### src/rtl/fetch_unit_pkg.sv
// rtl/fetch_unit_pkg.sv - shared types and constants for the instruction fetch stage
package fetch_unit_pkg;

   // Fetch sequencer states: request, wait for data, hold instruction, drop late response
   typedef enum logic [1:0] {
      S_REQ  = 2'd0,
      S_WAIT = 2'd1,
      S_HOLD = 2'd2,
      S_DROP = 2'd3
   } fetch_state_t;

   localparam logic [31:0] RESET_VECTOR_DEFAULT = 32'h0000_0000;
   localparam logic [31:0] WORD_ALIGN_MASK      = 32'hFFFF_FFFC;

endpackage

### src/rtl/fetch_unit_if.sv
// rtl/fetch_unit_if.sv - instruction memory request/response bundle
interface fetch_unit_if;

   logic        IMemReq;
   logic [31:0] IMemAddr;
   logic        IMemReady;
   logic        IMemRValid;
   logic [31:0] IMemRData;

   // Fetch side drives the request, memory side drives acceptance and read data
   modport master (
      output IMemReq,
      output IMemAddr,
      input  IMemReady,
      input  IMemRValid,
      input  IMemRData
   );

   modport slave (
      input  IMemReq,
      input  IMemAddr,
      output IMemReady,
      output IMemRValid,
      output IMemRData
   );

endinterface

### src/rtl/fetch_pc.sv
// rtl/fetch_pc.sv - program counter register with redirect mux and link adders
module fetch_pc
   import fetch_unit_pkg::*;
#(
   parameter logic [31:0] RESET_VECTOR = RESET_VECTOR_DEFAULT
) (
   input  logic        clk,
   input  logic        reset,
   input  logic        i_consume,
   input  logic        i_PCSrc,
   input  logic [31:0] i_PCTarget,
   output logic [31:0] o_PC,
   output logic [31:0] o_PCPlus4,
   output logic [31:0] o_PCPlus8
);

   logic [31:0] r_pc;
   logic [31:0] w_pc_plus4;
   logic [31:0] w_pc_plus8;
   logic [31:0] w_next_pc;

   // Sequential advance or word-aligned redirect; both wrap modulo 2^32
   always_comb begin
      w_pc_plus4 = r_pc + 32'd4;
      w_pc_plus8 = r_pc + 32'd8;
      w_next_pc  = i_PCSrc ? (i_PCTarget & WORD_ALIGN_MASK) : w_pc_plus4;
   end

   // PC only moves when the held instruction is consumed downstream
   always_ff @(posedge clk) begin
      if (reset)
         r_pc <= RESET_VECTOR & WORD_ALIGN_MASK;
      else if (i_consume)
         r_pc <= w_next_pc;
   end

   assign o_PC      = r_pc;
   assign o_PCPlus4 = w_pc_plus4;
   assign o_PCPlus8 = w_pc_plus8;

endmodule

### src/rtl/fetch_unit.sv
// rtl/fetch_unit.sv - single-outstanding instruction fetch stage with timeout detection
module fetch_unit
   import fetch_unit_pkg::*;
#(
   parameter logic [31:0] RESET_VECTOR = RESET_VECTOR_DEFAULT,
   parameter int          TIMEOUT      = 16,
   parameter int          CNT_W        = 5
) (
   input  logic         clk,
   input  logic         reset,
   fetch_unit_if.master imem,
   input  logic         i_Stall,
   input  logic         i_PCSrc,
   input  logic [31:0]  i_PCTarget,
   output logic [31:0]  o_Instr,
   output logic         o_InstrValid,
   output logic [31:0]  o_PC,
   output logic [31:0]  o_PCPlus4,
   output logic [31:0]  o_PCPlus8,
   output logic         o_FetchErr
);

   localparam logic [CNT_W-1:0] L_TIMEOUT = CNT_W'(TIMEOUT);
   localparam logic [CNT_W-1:0] L_CNT_MAX = '1;

   fetch_state_t     r_state;
   fetch_state_t     w_next_state;
   logic [CNT_W-1:0] r_cnt;
   logic [CNT_W-1:0] w_cnt_inc;
   logic [31:0]      r_instr;
   logic             r_err;
   logic             w_req;
   logic             w_accept;
   logic             w_consume;
   logic             w_timeout;
   logic [31:0]      w_pc;

   // Handshake qualifiers; the counter saturates so it can never wrap back below TIMEOUT
   always_comb begin
      w_accept  = (r_state == S_REQ) && imem.IMemReady && !reset;
      w_consume = (r_state == S_HOLD) && !i_Stall;
      w_cnt_inc = (r_cnt == L_CNT_MAX) ? r_cnt : r_cnt + CNT_W'(1);
      w_timeout = (r_state == S_WAIT) && !imem.IMemRValid && (w_cnt_inc >= L_TIMEOUT);
   end

   // Next-state and request decode; a response arriving on the last wait cycle still wins
   always_comb begin
      w_next_state = r_state;
      w_req        = 1'b0;
      case (r_state)
         S_REQ: begin
            w_req = !reset;
            if (imem.IMemReady)
               w_next_state = S_WAIT;
         end
         S_WAIT: begin
            if (imem.IMemRValid)
               w_next_state = S_HOLD;
            else if (w_timeout)
               w_next_state = S_DROP;
         end
         S_HOLD: begin
            if (!i_Stall)
               w_next_state = S_REQ;
         end
         S_DROP: begin
            if (imem.IMemRValid)
               w_next_state = S_REQ;
         end
         default: w_next_state = S_REQ;
      endcase
   end

   // State register; reset returns to requesting so any in-flight response is never sampled
   always_ff @(posedge clk) begin
      if (reset)
         r_state <= S_REQ;
      else
         r_state <= w_next_state;
   end

   // Wait-cycle counter, restarted on every accepted request
   always_ff @(posedge clk) begin
      if (reset)
         r_cnt <= '0;
      else if (w_accept)
         r_cnt <= '0;
      else if (r_state == S_WAIT)
         r_cnt <= w_cnt_inc;
   end

   // Instruction register captures read data only for the outstanding request
   always_ff @(posedge clk) begin
      if (reset)
         r_instr <= 32'd0;
      else if ((r_state == S_WAIT) && imem.IMemRValid)
         r_instr <= imem.IMemRData;
   end

   // Sticky timeout flag, cleared only by reset
   always_ff @(posedge clk) begin
      if (reset)
         r_err <= 1'b0;
      else if (w_timeout)
         r_err <= 1'b1;
   end

   fetch_pc #(
      .RESET_VECTOR (RESET_VECTOR)
   ) u_fetch_pc (
      .clk        (clk),
      .reset      (reset),
      .i_consume  (w_consume),
      .i_PCSrc    (i_PCSrc),
      .i_PCTarget (i_PCTarget),
      .o_PC       (w_pc),
      .o_PCPlus4  (o_PCPlus4),
      .o_PCPlus8  (o_PCPlus8)
   );

   assign imem.IMemReq  = w_req;
   assign imem.IMemAddr = w_pc;
   assign o_Instr       = r_instr;
   assign o_InstrValid  = (r_state == S_HOLD);
   assign o_PC          = w_pc;
   assign o_FetchErr    = r_err;

endmodule
### src/flat_wrapper.sv
// flat-port wrapper written by rule: the top's interface ports become plain ports
module fetch_unit_flat import fetch_unit_pkg::*;
#(
   parameter logic [31:0] RESET_VECTOR = RESET_VECTOR_DEFAULT,
   parameter int          TIMEOUT      = 16,
   parameter int          CNT_W        = 5
)
  (clk, reset, i_Stall, i_PCSrc, i_PCTarget, o_Instr, o_InstrValid, o_PC, o_PCPlus4, o_PCPlus8, o_FetchErr, imem_IMemReq, imem_IMemAddr, imem_IMemReady, imem_IMemRValid, imem_IMemRData);
  fetch_unit_if imem_i ();
  input  logic clk;
  input  logic reset;
  input  logic i_Stall;
  input  logic i_PCSrc;
  input  logic [31:0] i_PCTarget;
  output logic [31:0] o_Instr;
  output logic o_InstrValid;
  output logic [31:0] o_PC;
  output logic [31:0] o_PCPlus4;
  output logic [31:0] o_PCPlus8;
  output logic o_FetchErr;
  output wire logic [$bits(imem_i.IMemReq)-1:0] imem_IMemReq;
  output wire logic [$bits(imem_i.IMemAddr)-1:0] imem_IMemAddr;
  input wire logic [$bits(imem_i.IMemReady)-1:0] imem_IMemReady;
  input wire logic [$bits(imem_i.IMemRValid)-1:0] imem_IMemRValid;
  input wire logic [$bits(imem_i.IMemRData)-1:0] imem_IMemRData;
  assign imem_IMemReq = imem_i.IMemReq;
  assign imem_IMemAddr = imem_i.IMemAddr;
  assign imem_i.IMemReady = imem_IMemReady;
  assign imem_i.IMemRValid = imem_IMemRValid;
  assign imem_i.IMemRData = imem_IMemRData;
  fetch_unit #(.RESET_VECTOR(RESET_VECTOR), .TIMEOUT(TIMEOUT), .CNT_W(CNT_W)) u_core (.clk(clk), .reset(reset), .imem(imem_i), .i_Stall(i_Stall), .i_PCSrc(i_PCSrc), .i_PCTarget(i_PCTarget), .o_Instr(o_Instr), .o_InstrValid(o_InstrValid), .o_PC(o_PC), .o_PCPlus4(o_PCPlus4), .o_PCPlus8(o_PCPlus8), .o_FetchErr(o_FetchErr));
endmodule
### config.mk
export PLATFORM = sky130hd
export DESIGN_NAME = fetch_unit_flat
export DESIGN_NICKNAME = d
export VERILOG_FILES = /design/src/rtl/fetch_unit_pkg.sv /design/src/rtl/fetch_unit_if.sv /design/src/rtl/fetch_pc.sv /design/src/rtl/fetch_unit.sv /design/src/flat_wrapper.sv
export SDC_FILE = /design/constraint.sdc
export NUM_CORES = 1
export LEC_CHECK = 0
export BUFFER_PORTS_ARGS = -buffer_cell sky130_fd_sc_hd__buf_4
export CORE_MARGIN = 5
export CORE_UTILIZATION = 47
export CTS_CLUSTER_SIZE = 14
export DETAILED_ROUTE_END_ITERATION = 16
export PLACE_DENSITY = 0.84
export SYNTH_ARGS = -nofsm -noshare
export SYNTH_HDL_FRONTEND = slang
export SYNTH_SLANG_ARGS = --single-unit
### constraint.sdc
create_clock -name clk -period 2.39 [get_ports clk]
set_input_delay 0.3585 -clock clk [delete_from_list [all_inputs] [get_ports clk]]
set_output_delay 0.3585 -clock clk [all_outputs]
set_load 0.01 [all_outputs]
==> flow_metrics.py, run 1 <==
metrics = {
    "synth": {
        "syn_area_per_cell_sq_um": 7.39,
        "synth.distinct_cells": 60,
        "synthFlopType": "dfxtp_1",
        "ys_seq_elements": 70,
        "syn_inst": 646,
        "yosysSeqAreaShare": 0.294,
        "synth_largest_area_cell": "dfxtp_1",
        "synth_top_cell_area_share": 0.294,
        "synth-edff-count": 0,
        "yosysWarnings": 0,
        "synth_async_sr_flop_share": 0,
        "synth_area_leaders": "dfxtp_1, nand2_1, buf_4",
        "netlist_area_sq_mm": 0.00477,
    },
    "setup_path": {
        "slowest_delay_ns": 0.39,
        "crit_buf_inv": 3,
        "end_kind": "output port",
        "r2r-start": "u_core.r_state[1]",
        "r2r_end": "u_core.u_fetch_pc.o_PC[19]",
        "r2r_cells": 5,
        "worstSetupPathType": "reg -> out",
        "cp_top_family": "simple AND/OR/NAND/NOR gates",
        "cp_data_arrival_time_ns": 2.13,
        "reg2reg_slack_ns": 0.22,
        "path_cells": "ha_4, nand4_1, buf_6, nor4_1, buf_4, xor2_1, buf_4",
        "crit_path_start_kind": "flip-flop",
        "cp.depth": 7,
        "crit_slowest_cell": "dfxtp_4",
        "path_max_fanout": 4,
        "critPathRequiredTime_ns": 2.03,
        "path_common_cell": "buf_4",
    },
    "timing": {
        "max-slew-margin-rel": 0.625,
        "setup_ws_ns": -0.0959,
        "hold_viol_final": 0,
        "setup_tns_ns": -0.569,
        "setup_violations": 12,
        "rsz0062_at_grt": "true",
        "finalCriticalPeriod_ns": 2.49,
        "max_freq_mhz": 402,
        "skew_ns": 0.0226,
        "whs_ns": 0.266,
        "worst_slew_pin_slew_ns": 0.563,
        "maxSlewViolCount": 0,
        "period_share": 1.04,
    },
    "final_layout": {
        "area_growth_pct": 50.0,
        "final_area_sq_mm": 0.00716,
        "antenna_cells": 0,
        "fin_util": 0.729,
        "drive_above_1_share": 0.433,
        "layout_commonest_cell": "buf_4",
        "fin_nets": 931,
        "final_cell_mix": "buf_4, nand2_1, dfxtp_1",
    },
    "grt": {
        "grt_pass1_vias": 5554,
        "grt_pass1_wl_mm": 27.9,
        "grt-ovfl-total": 0,
        "grt_usage": 0.268,
        "grt_max_degree": 45,
        "antenna_found_initial": 0,
    },
    "route": {
        "detail-route-antenna-nets": 0,
        "drtIter0Drc": 543,
        "wl_met1_mm": 6.62,
        "met2_length_mm": 8.57,
        "top_layer": "met4",
        "dr_wl_met3_mm": 2.23,
        "viasPerCell": 5.79,
        "firstDrtPassIters": 6,
        "wl_mm": 18.1,
        "drc": 0,
        "vias": 5766,
        "routedWlPerCell_um": 18.1,
    },
    "floorplanning": {
        "io_pins": 233,
        "core_area_sq_mm": 0.00982,
        "die_w_um": 111,
        "num_rows": 36,
        "die_area_sq_mm": 0.0123,
        "die_y_um": 111,
        "initial_core_util": 0.486,
    },
    "pwr": {
        "ir_drop_mv": 0.350,
        "pwr_density_cell_mw_per_mm2": 384,
        "power_leakage_nw": 3.27,
    },
    "clock_tree": {
        "cts_root_buf": "clkbuf_8",
        "htreeDepth": 3,
        "cts_buffers": 9,
        "clock_sinks": 70,
        "clock_latency_ns": 0.35,
        "clk_pin_slew_ns": 0.09,
        "clock_path_buffers": 2,
        "cts_tree": "yes",
        "cts-hold-fix-buffers": 0,
    },
    "outcome": {
        "outcome": "finished with violations",
        "violations": "setup timing",
    },
    "place": {
        "pre_cts_slack_ns": 0.0456,
        "place_congestion": 0.954,
        "port_buffers": 222,
        "placed_area_sq_mm": 0.00650,
        "place_hpwl_mm": 12.8,
    },
    "flow_run": {
        "cap_violations": 0,
    },
    "worst_hold_path": {
        "hp-start": "imem_IMemRData[23]",
        "holdPathEnd": "u_core.o_Instr[23]",
        "hp-class": "in -> reg",
        "hold_depth": 3,
    },
}
-- routing by layer --
layer  track usage  vias up
met4        0.0993        0
li1              -     2619
met1         0.311     2637
met2         0.458      432
met5             0        -
met3        0.0890       78
-- area by class of cell --
class                           instances  area [sq um]
Clock buffer                           10           138
Clock inverter                          6          92.6
Fill cell                             731          2660
Inverter                               14          52.6
Multi-Input combinational cell        468          3030
Sequential cell                        70          1440
Tap cell                              133           166
Timing Repair Buffer                  295          2240
-- per-stage QoR --
stage	instances	power, mW
2_1_floorplan	653	1.45
3_3_place_gp	964	1.63
3_5_place_dp	964	1.64
4_1_cts	990	2.75
5_1_grt	996	2.86
6_report	996	2.74
-- sequential cells by signal, indices dropped and copies added, names as in the netlist --
| register | flops |
|---|---|
| u_core.r_cnt | 5 |
| u_core.r_state | 2 |
| u_core.o_FetchErr | 1 |
| u_core.u_fetch_pc.o_PC | 30 |
| u_core.o_Instr | 32 |
-- power by group --
group,internal [mW],leakage (nW),switching [mW]
sequential,1.19,0.577,0.0293
combinational,0.193,2.59,0.206
clock,0.624,0.110,0.503
total,2.01,3.27,0.738
-- Yosys cell counts, types with 3 or more instances --
| master | n |
|---|---|
| nand2_1 | 113 |
| dfxtp_1 | 70 |
| a21oi_1 | 49 |
| buf_4 | 48 |
| nor2_1 | 43 |
| xnor2_1 | 35 |
| clkbuf_1 | 33 |
| nand3_1 | 27 |
| nor3_1 | 23 |
| xor2_1 | 23 |
| a31oi_1 | 17 |
| nand4_1 | 15 |
| buf_2 | 14 |
| inv_1 | 13 |
| nor4_1 | 12 |
| o21ai_0 | 10 |
| and3_1 | 7 |
| and2_1 | 6 |
| o31ai_1 | 6 |
| a32o_1 | 5 |
| buf_1 | 5 |
| o211ai_1 | 5 |
| a22oi_1 | 4 |
| nor2b_1 | 4 |
| a211o_1 | 3 |
| a311o_1 | 3 |
| ha_1 | 3 |
| nor4_2 | 3 |
| o311ai_0 | 3 |
-- what timing repair did --
| action | 4_1_cts | 5_1_grt |
|---|---|---|
| setup buffers | 10 | 6 |
| pin swaps | 11 | 7 |
| endpoints found under the hold margin | 0 | 0 |
| gates cloned | 0 | 0 |
| setup endpoints to repair | 37 | 37 |
| resized for setup | 51 | 26 |
-- worst reg2reg max path, cell delays in order, from the launching register on --
cell	delay, ns
dfxtp_1	0.47
or3b_2	0.74
buf_4	0.29
nor4_1	0.24
nand2_1	0.09
a31oi_1	0.25
-- cell families (layout without fill, tap and decap cells) --
group           count (synthesis)  in the layout  share of synthesized area
compound gates                124            124                      0.170
xor+xnor                       58             58                      0.106
fa+ha+maj                       3              3                    0.00787
buf+inv                       115            325                      0.132
flops                          70             70                      0.294
mux                             2              2                    0.00420
other cells                     1              8                   0.000786
simple gates                  273            273                      0.285
-- worst max-delay path by stage --
| stage | start | to |
|---|---|---|
| finish | u_core.u_fetch_pc.o_PC[3] | o_PCPlus4[16] |
| global route | u_core.u_fetch_pc.o_PC[6] | o_PCPlus4[28] |
| CTS | u_core.u_fetch_pc.o_PC[3] | o_PCPlus4[28] |
| detailed placement | u_core.u_fetch_pc.o_PC[3] | o_PCPlus4[30] |
| global placement | u_core.u_fetch_pc.o_PC[3] | o_PCPlus4[22] |
| floorplan | u_core.u_fetch_pc.o_PC[3] | o_PCPlus4[22] |
Note: power is estimated with default switching activity, not from simulation.
==> inputs of run 2 (changes only) <==
- SKIP_LAST_GASP: default -> 1
==> flow_metrics.py, run 2 (same netlist as run 1, synthesis figures left out) <==
metrics = {
    "route": {
        "detail-route-antenna-nets": 0,
        "firstDrtPassIters": 6,
        "vias": 5775,
        "viasPerCell": 5.79,
        "drtIter0Drc": 534,
        "routedWlPerCell_um": 18.0,
        "wl_mm": 18.0,
        "drc": 0,
    },
    "clock_tree": {
        "cts_buffers": 9,
        "clock_sinks": 70,
        "htreeDepth": 3,
        "clk_pin_slew_ns": 0.09,
        "clock_path_buffers": 2,
        "cts_root_buf": "clkbuf_8",
        "cts_tree": "yes",
        "clock_latency_ns": 0.35,
    },
    "grt": {
        "grt-busiest-layer": "met2",
        "grt_pass1_wl_mm": 27.9,
        "grt_max_degree": 45,
        "use_met1": 0.308,
        "grt_usage": 0.268,
        "met3_usage": 0.0895,
        "grt.met2_usage": 0.459,
        "antenna_found_initial": 0,
        "grt-ovfl-total": 0,
        "grt_pass1_vias": 5581,
    },
    "setup_path": {
        "path_max_fanout": 5,
        "worstSetupPathType": "reg -> out",
        "r2r_cells": 5,
        "cp_top_family": "simple AND/OR/NAND/NOR gates",
        "cp_data_arrival_time_ns": 2.15,
        "reg2reg_slack_ns": 0.24,
        "critPathRequiredTime_ns": 2.03,
        "path_common_cell": "buf_4",
        "crit_buf_inv": 3,
        "slowest_delay_ns": 0.39,
        "r2r-start": "u_core.r_state[1]",
        "crit_slowest_cell": "dfxtp_4",
        "path_cells": "ha_4, nand4_1, buf_6, nor4_4, buf_4, and2_4, xor2_1, buf_4",
        "r2r_end": "u_core.u_fetch_pc.o_PC[19]",
        "end_kind": "output port",
        "crit_path_start_kind": "flip-flop",
    },
    "final_layout": {
        "fin_util": 0.727,
        "layout_commonest_cell": "buf_4",
        "area_growth_pct": 49.6,
        "final_cell_mix": "buf_4, nand2_1, dfxtp_1",
        "drive_above_1_share": 0.433,
        "largest_reg_flops": 32,
        "layout.cells.non_filler": 997,
        "fin_nets": 932,
        "antenna_cells": 0,
        "nFillCells": 741,
    },
    "floorplanning": {
        "io_pins": 233,
        "die_area_sq_mm": 0.0123,
        "initial_core_util": 0.486,
        "num_rows": 36,
        "die_y_um": 111,
        "core_area_sq_mm": 0.00982,
        "die_w_um": 111,
    },
    "outcome": {
        "violations": "setup timing",
        "outcome": "finished with violations",
    },
    "worst_hold_path": {
        "holdPathEnd": "u_core.o_Instr[23]",
        "hp-start": "imem_IMemRData[23]",
        "hp-class": "in -> reg",
        "hold_depth": 3,
    },
    "timing": {
        "period_share": 1.05,
        "maxSlewViolCount": 0,
        "worst_slew_pin_slew_ns": 0.551,
        "max_freq_mhz": 399,
        "finalCriticalPeriod_ns": 2.51,
        "setup_ws_ns": -0.117,
        "max-slew-margin-rel": 0.633,
        "rsz0062_at_grt": "true",
        "setup_violations": 17,
        "skew_ns": 0.0182,
        "hold_viol_final": 0,
    },
    "place": {
        "place_congestion": 0.954,
        "port_buffers": 222,
        "place_hpwl_mm": 12.8,
        "dp_cells": 964,
    },
    "pwr": {
        "pwr_density_cell_mw_per_mm2": 385,
        "power_leakage_nw": 3.22,
        "ir_drop_mv": 0.351,
    },
    "flow_run": {
        "cap_violations": 0,
    },
}
[run 2: layout make-up]
cell class | count | area, sq um | area share
Clock inverter | 6 | 92.6 | 0.0130
Tap cell | 133 | 166 | 0.0233
Clock buffer | 10 | 138 | 0.0193
Inverter | 14 | 52.6 | 0.00736
Timing Repair Buffer | 296 | 2250 | 0.315
Sequential cell | 70 | 1430 | 0.201
Multi-Input combinational cell | 468 | 3010 | 0.422
[run 2: what timing repair did]
| action | 4_1_cts | 5_1_grt |
|---|---|---|
| resized for setup | 49 | 22 |
| hold buffers | 0 | 0 |
| pin swaps | 10 | 5 |
| endpoints found under the setup margin | 37 | 37 |
| buffers inserted | 10 | 7 |
[run 2: worst min-delay path, delay by kind of cell]
kind | cells | cell delay (ns)
compound gates | 1 | 0.05
buf+inv | 1 | 0.11
simple gates | 1 | 0.05
[run 2: how the worst max path moves through the flow]
| stage | end | cells past startpoint | slack [ns] | from |
|---|---|---|---|---|
| after floorplan | o_PCPlus4[22] | 6 | 0.004 | u_core.u_fetch_pc.o_PC[3] |
| after global placement | o_PCPlus4[22] | 6 | 0.1 | u_core.u_fetch_pc.o_PC[3] |
| after detailed placement | o_PCPlus4[30] | 8 | 0.05 | u_core.u_fetch_pc.o_PC[3] |
| after CTS | o_PCPlus4[28] | 8 | -0.04 | u_core.u_fetch_pc.o_PC[3] |
| after global routing | o_PCPlus4[31] | 8 | -0.14 | u_core.u_fetch_pc.o_PC[3] |
| final | o_PCPlus4[28] | 8 | -0.12 | u_core.u_fetch_pc.o_PC[3] |
[run 2: where the power goes]
group	internal [mW]	switching [mW]	total, mW
Combinational	0.193	0.206	0.398
Clock	0.624	0.505	1.13
Sequential	1.19	0.0291	1.22
Total	2.01	0.740	2.75
[run 2: stage by stage]
| step | cell area (sq um) | worst slack, ns | setup TNS [ns] | power (mW) | hold WS (ns) |
|---|---|---|---|---|---|
| global placement | 6500 | 0.0954 | 0 | 1.63 | 0.443 |
| CTS | 6990 | -0.0434 | -0.300 | 2.75 | 0.249 |
| finish | 7140 | -0.117 | -0.885 | 2.75 | 0.262 |
| global route | 7140 | -0.139 | -2.61 | 2.86 | 0.242 |
| floorplan | 4800 | 0.00398 | 0 | 1.45 | 0.449 |
| detailed placement | 6500 | 0.0456 | 0 | 1.64 | 0.449 |
[run 2: layer usage]
layer  up-vias  share of wire
met4         0          0.032
met2       406           0.48
met1      2677           0.37
li1       2627              -
met3        65           0.12
met5         -              0
==> inputs of run 3 (changes only) <==
- MAX_ROUTING_LAYER: default -> met4
==> flow_metrics.py, run 3 (same netlist as run 1, synthesis figures left out) <==
metrics = {
    "outcome": {
        "outcome": "finished with violations",
        "violations": "setup timing",
    },
    "final_layout": {
        "fin_nets": 940,
        "largest_reg_flops": 32,
        "final_cell_mix": "buf_4, nand2_1, dfxtp_1",
        "multi_input_area_sq_mm": 0.00307,
        "seq_area_sq_mm": 0.00143,
        "fin_util": 0.737,
        "area_growth_pct": 51.7,
        "antenna_cells": 0,
        "nFillCells": 728,
        "layout_commonest_cell": "buf_4",
        "drive_above_1_share": 0.444,
    },
    "flow_run": {
        "cap_violations": 0,
    },
    "clock_tree": {
        "cts_buffers": 9,
        "clock_latency_ns": 0.36,
        "clk_pin_slew_ns": 0.10,
        "clock_path_buffers": 2,
        "clock_sinks": 70,
        "cts_root_buf": "clkbuf_8",
        "cts-hold-fix-buffers": 0,
        "htreeDepth": 3,
        "cts_tree": "yes",
    },
    "worst_hold_path": {
        "hold_depth": 3,
        "hp-class": "in -> reg",
        "holdPathEnd": "u_core.o_Instr[26]",
        "hp-start": "imem_IMemRData[26]",
    },
    "floorplanning": {
        "die_w_um": 111,
        "die_y_um": 111,
        "core_area_sq_mm": 0.00982,
        "io_pins": 233,
        "die_area_sq_mm": 0.0123,
        "initial_core_util": 0.486,
        "num_rows": 36,
    },
    "timing": {
        "skew_ns": 0.0187,
        "hold_viol_final": 0,
        "max-slew-margin-rel": 0.574,
        "setup_ws_ns": -0.163,
        "finalCriticalPeriod_ns": 2.55,
        "rsz0062_at_grt": "true",
        "setup_violations": 22,
        "period_share": 1.07,
        "max_freq_mhz": 392,
        "maxSlewViolCount": 0,
        "worst_slew_pin_slew_ns": 0.634,
    },
    "setup_path": {
        "path_cells": "buf_4, inv_2, nor3_4, or4b_4, xnor2_2, buf_4",
        "worstSetupPathType": "reg -> out",
        "crit_path_start_kind": "flip-flop",
        "path_max_fanout": 9,
        "crit_buf_inv": 3,
        "cp_top_family": "simple AND/OR/NAND/NOR gates",
        "slowest_delay_ns": 0.51,
        "r2r-start": "u_core.r_state[1]",
        "end_kind": "output port",
        "cp_data_arrival_time_ns": 2.19,
        "critPathRequiredTime_ns": 2.03,
        "r2r_cells": 5,
        "crit_slowest_cell": "or4b_4",
        "r2r_end": "u_core.u_fetch_pc.o_PC[19]",
        "reg2reg_slack_ns": 0.13,
        "path_common_cell": "buf_4",
    },
    "pwr": {
        "pwr_density_cell_mw_per_mm2": 364,
        "ir_drop_mv": 0.332,
        "power_leakage_nw": 3.32,
    },
    "route": {
        "vias": 5827,
        "wl_mm": 18.3,
        "drc": 0,
        "firstDrtPassIters": 7,
        "drtIter0Drc": 497,
        "viasPerCell": 5.80,
        "routedWlPerCell_um": 18.2,
        "detail-route-antenna-nets": 0,
    },
    "grt": {
        "grt.met2_usage": 0.452,
        "grt-busiest-layer": "met2",
        "grt_max_degree": 45,
        "grt-ovfl-total": 0,
        "met3_usage": 0.0650,
        "use_met1": 0.310,
        "grt_pass1_vias": 5524,
        "grt_pass1_wl_mm": 27.1,
        "grt_usage": 0.271,
        "antenna_found_initial": 0,
    },
    "place": {
        "place_congestion": 0.978,
        "pre_cts_slack_ns": 0.0318,
        "port_buffers": 222,
        "place_hpwl_mm": 12.6,
    },
}
[run 3: cell types whose count changed in the layout (fill, tap and decap cells not counted), moves of 3 or more]
cell,before,now
buf_4,292,297
buf_6,3,7
xnor2_1,34,31
xnor2_2,1,4
[run 3: worst max path at each step]
| stage | depth (start not counted) | from | to |
|---|---|---|---|
| floorplan | 6 | u_core.u_fetch_pc.o_PC[3] | o_PCPlus4[22] |
| detailed placement | 7 | u_core.u_fetch_pc.o_PC[3] | o_PCPlus4[31] |
| finish | 6 | u_core.u_fetch_pc.o_PC[9] | o_PCPlus8[22] |
| CTS | 8 | u_core.u_fetch_pc.o_PC[3] | o_PCPlus4[28] |
| global route | 6 | u_core.u_fetch_pc.o_PC[9] | o_PCPlus8[22] |
| global placement | 6 | u_core.u_fetch_pc.o_PC[3] | o_PCPlus4[22] |
[run 3: what timing repair did]
item                       CTS  global route
resized for setup           43            41
setup endpoints to repair   35            36
setup buffers               13            12
pin swaps                   11            13
[run 3: where the power goes]
group	internal [mW]	switching [mW]	total, mW
Sequential	1.19	0.0297	1.22
Combinational	0.192	0.206	0.398
Clock	0.495	0.522	1.02
[run 3: stage by stage]
step           setup TNS, ns  power (mW)  hold slack [ns]  area [sq um]  std cells
2_1_floorplan              0        1.45            0.449          4800        653
3_3_place_gp               0        1.63            0.443          6490        964
3_5_place_dp               0        1.64            0.450          6490        964
4_1_cts               -0.629        2.65            0.225          6930        993
5_1_grt                -3.67        2.75            0.225          7240       1005
6_report               -1.25        2.64            0.246          7240       1005
[run 3: layout make-up]
cell class                      count  share of cell area
Clock inverter                      7              0.0111
Clock buffer                        9              0.0171
Sequential cell                    70               0.198
Timing Repair Buffer              304               0.319
Tap cell                          133              0.0230
Multi-Input combinational cell    468               0.425
Inverter                           14             0.00726
[run 3: layer usage]
layer  vias to the layer above  share of wire
met5                         -              0
met4                         0          0.039
met3                        70           0.11
met2                       420           0.48
met1                      2694           0.37
li1                       2643              -
[run 3: worst reg2reg max path, stage by stage, from the launching register on]
cell and delay, ns:
dfxtp_1 0.47, or3b_2 0.74, buf_4 0.29, nor4_1 0.29
nand2_1 0.14, a31oi_1 0.23
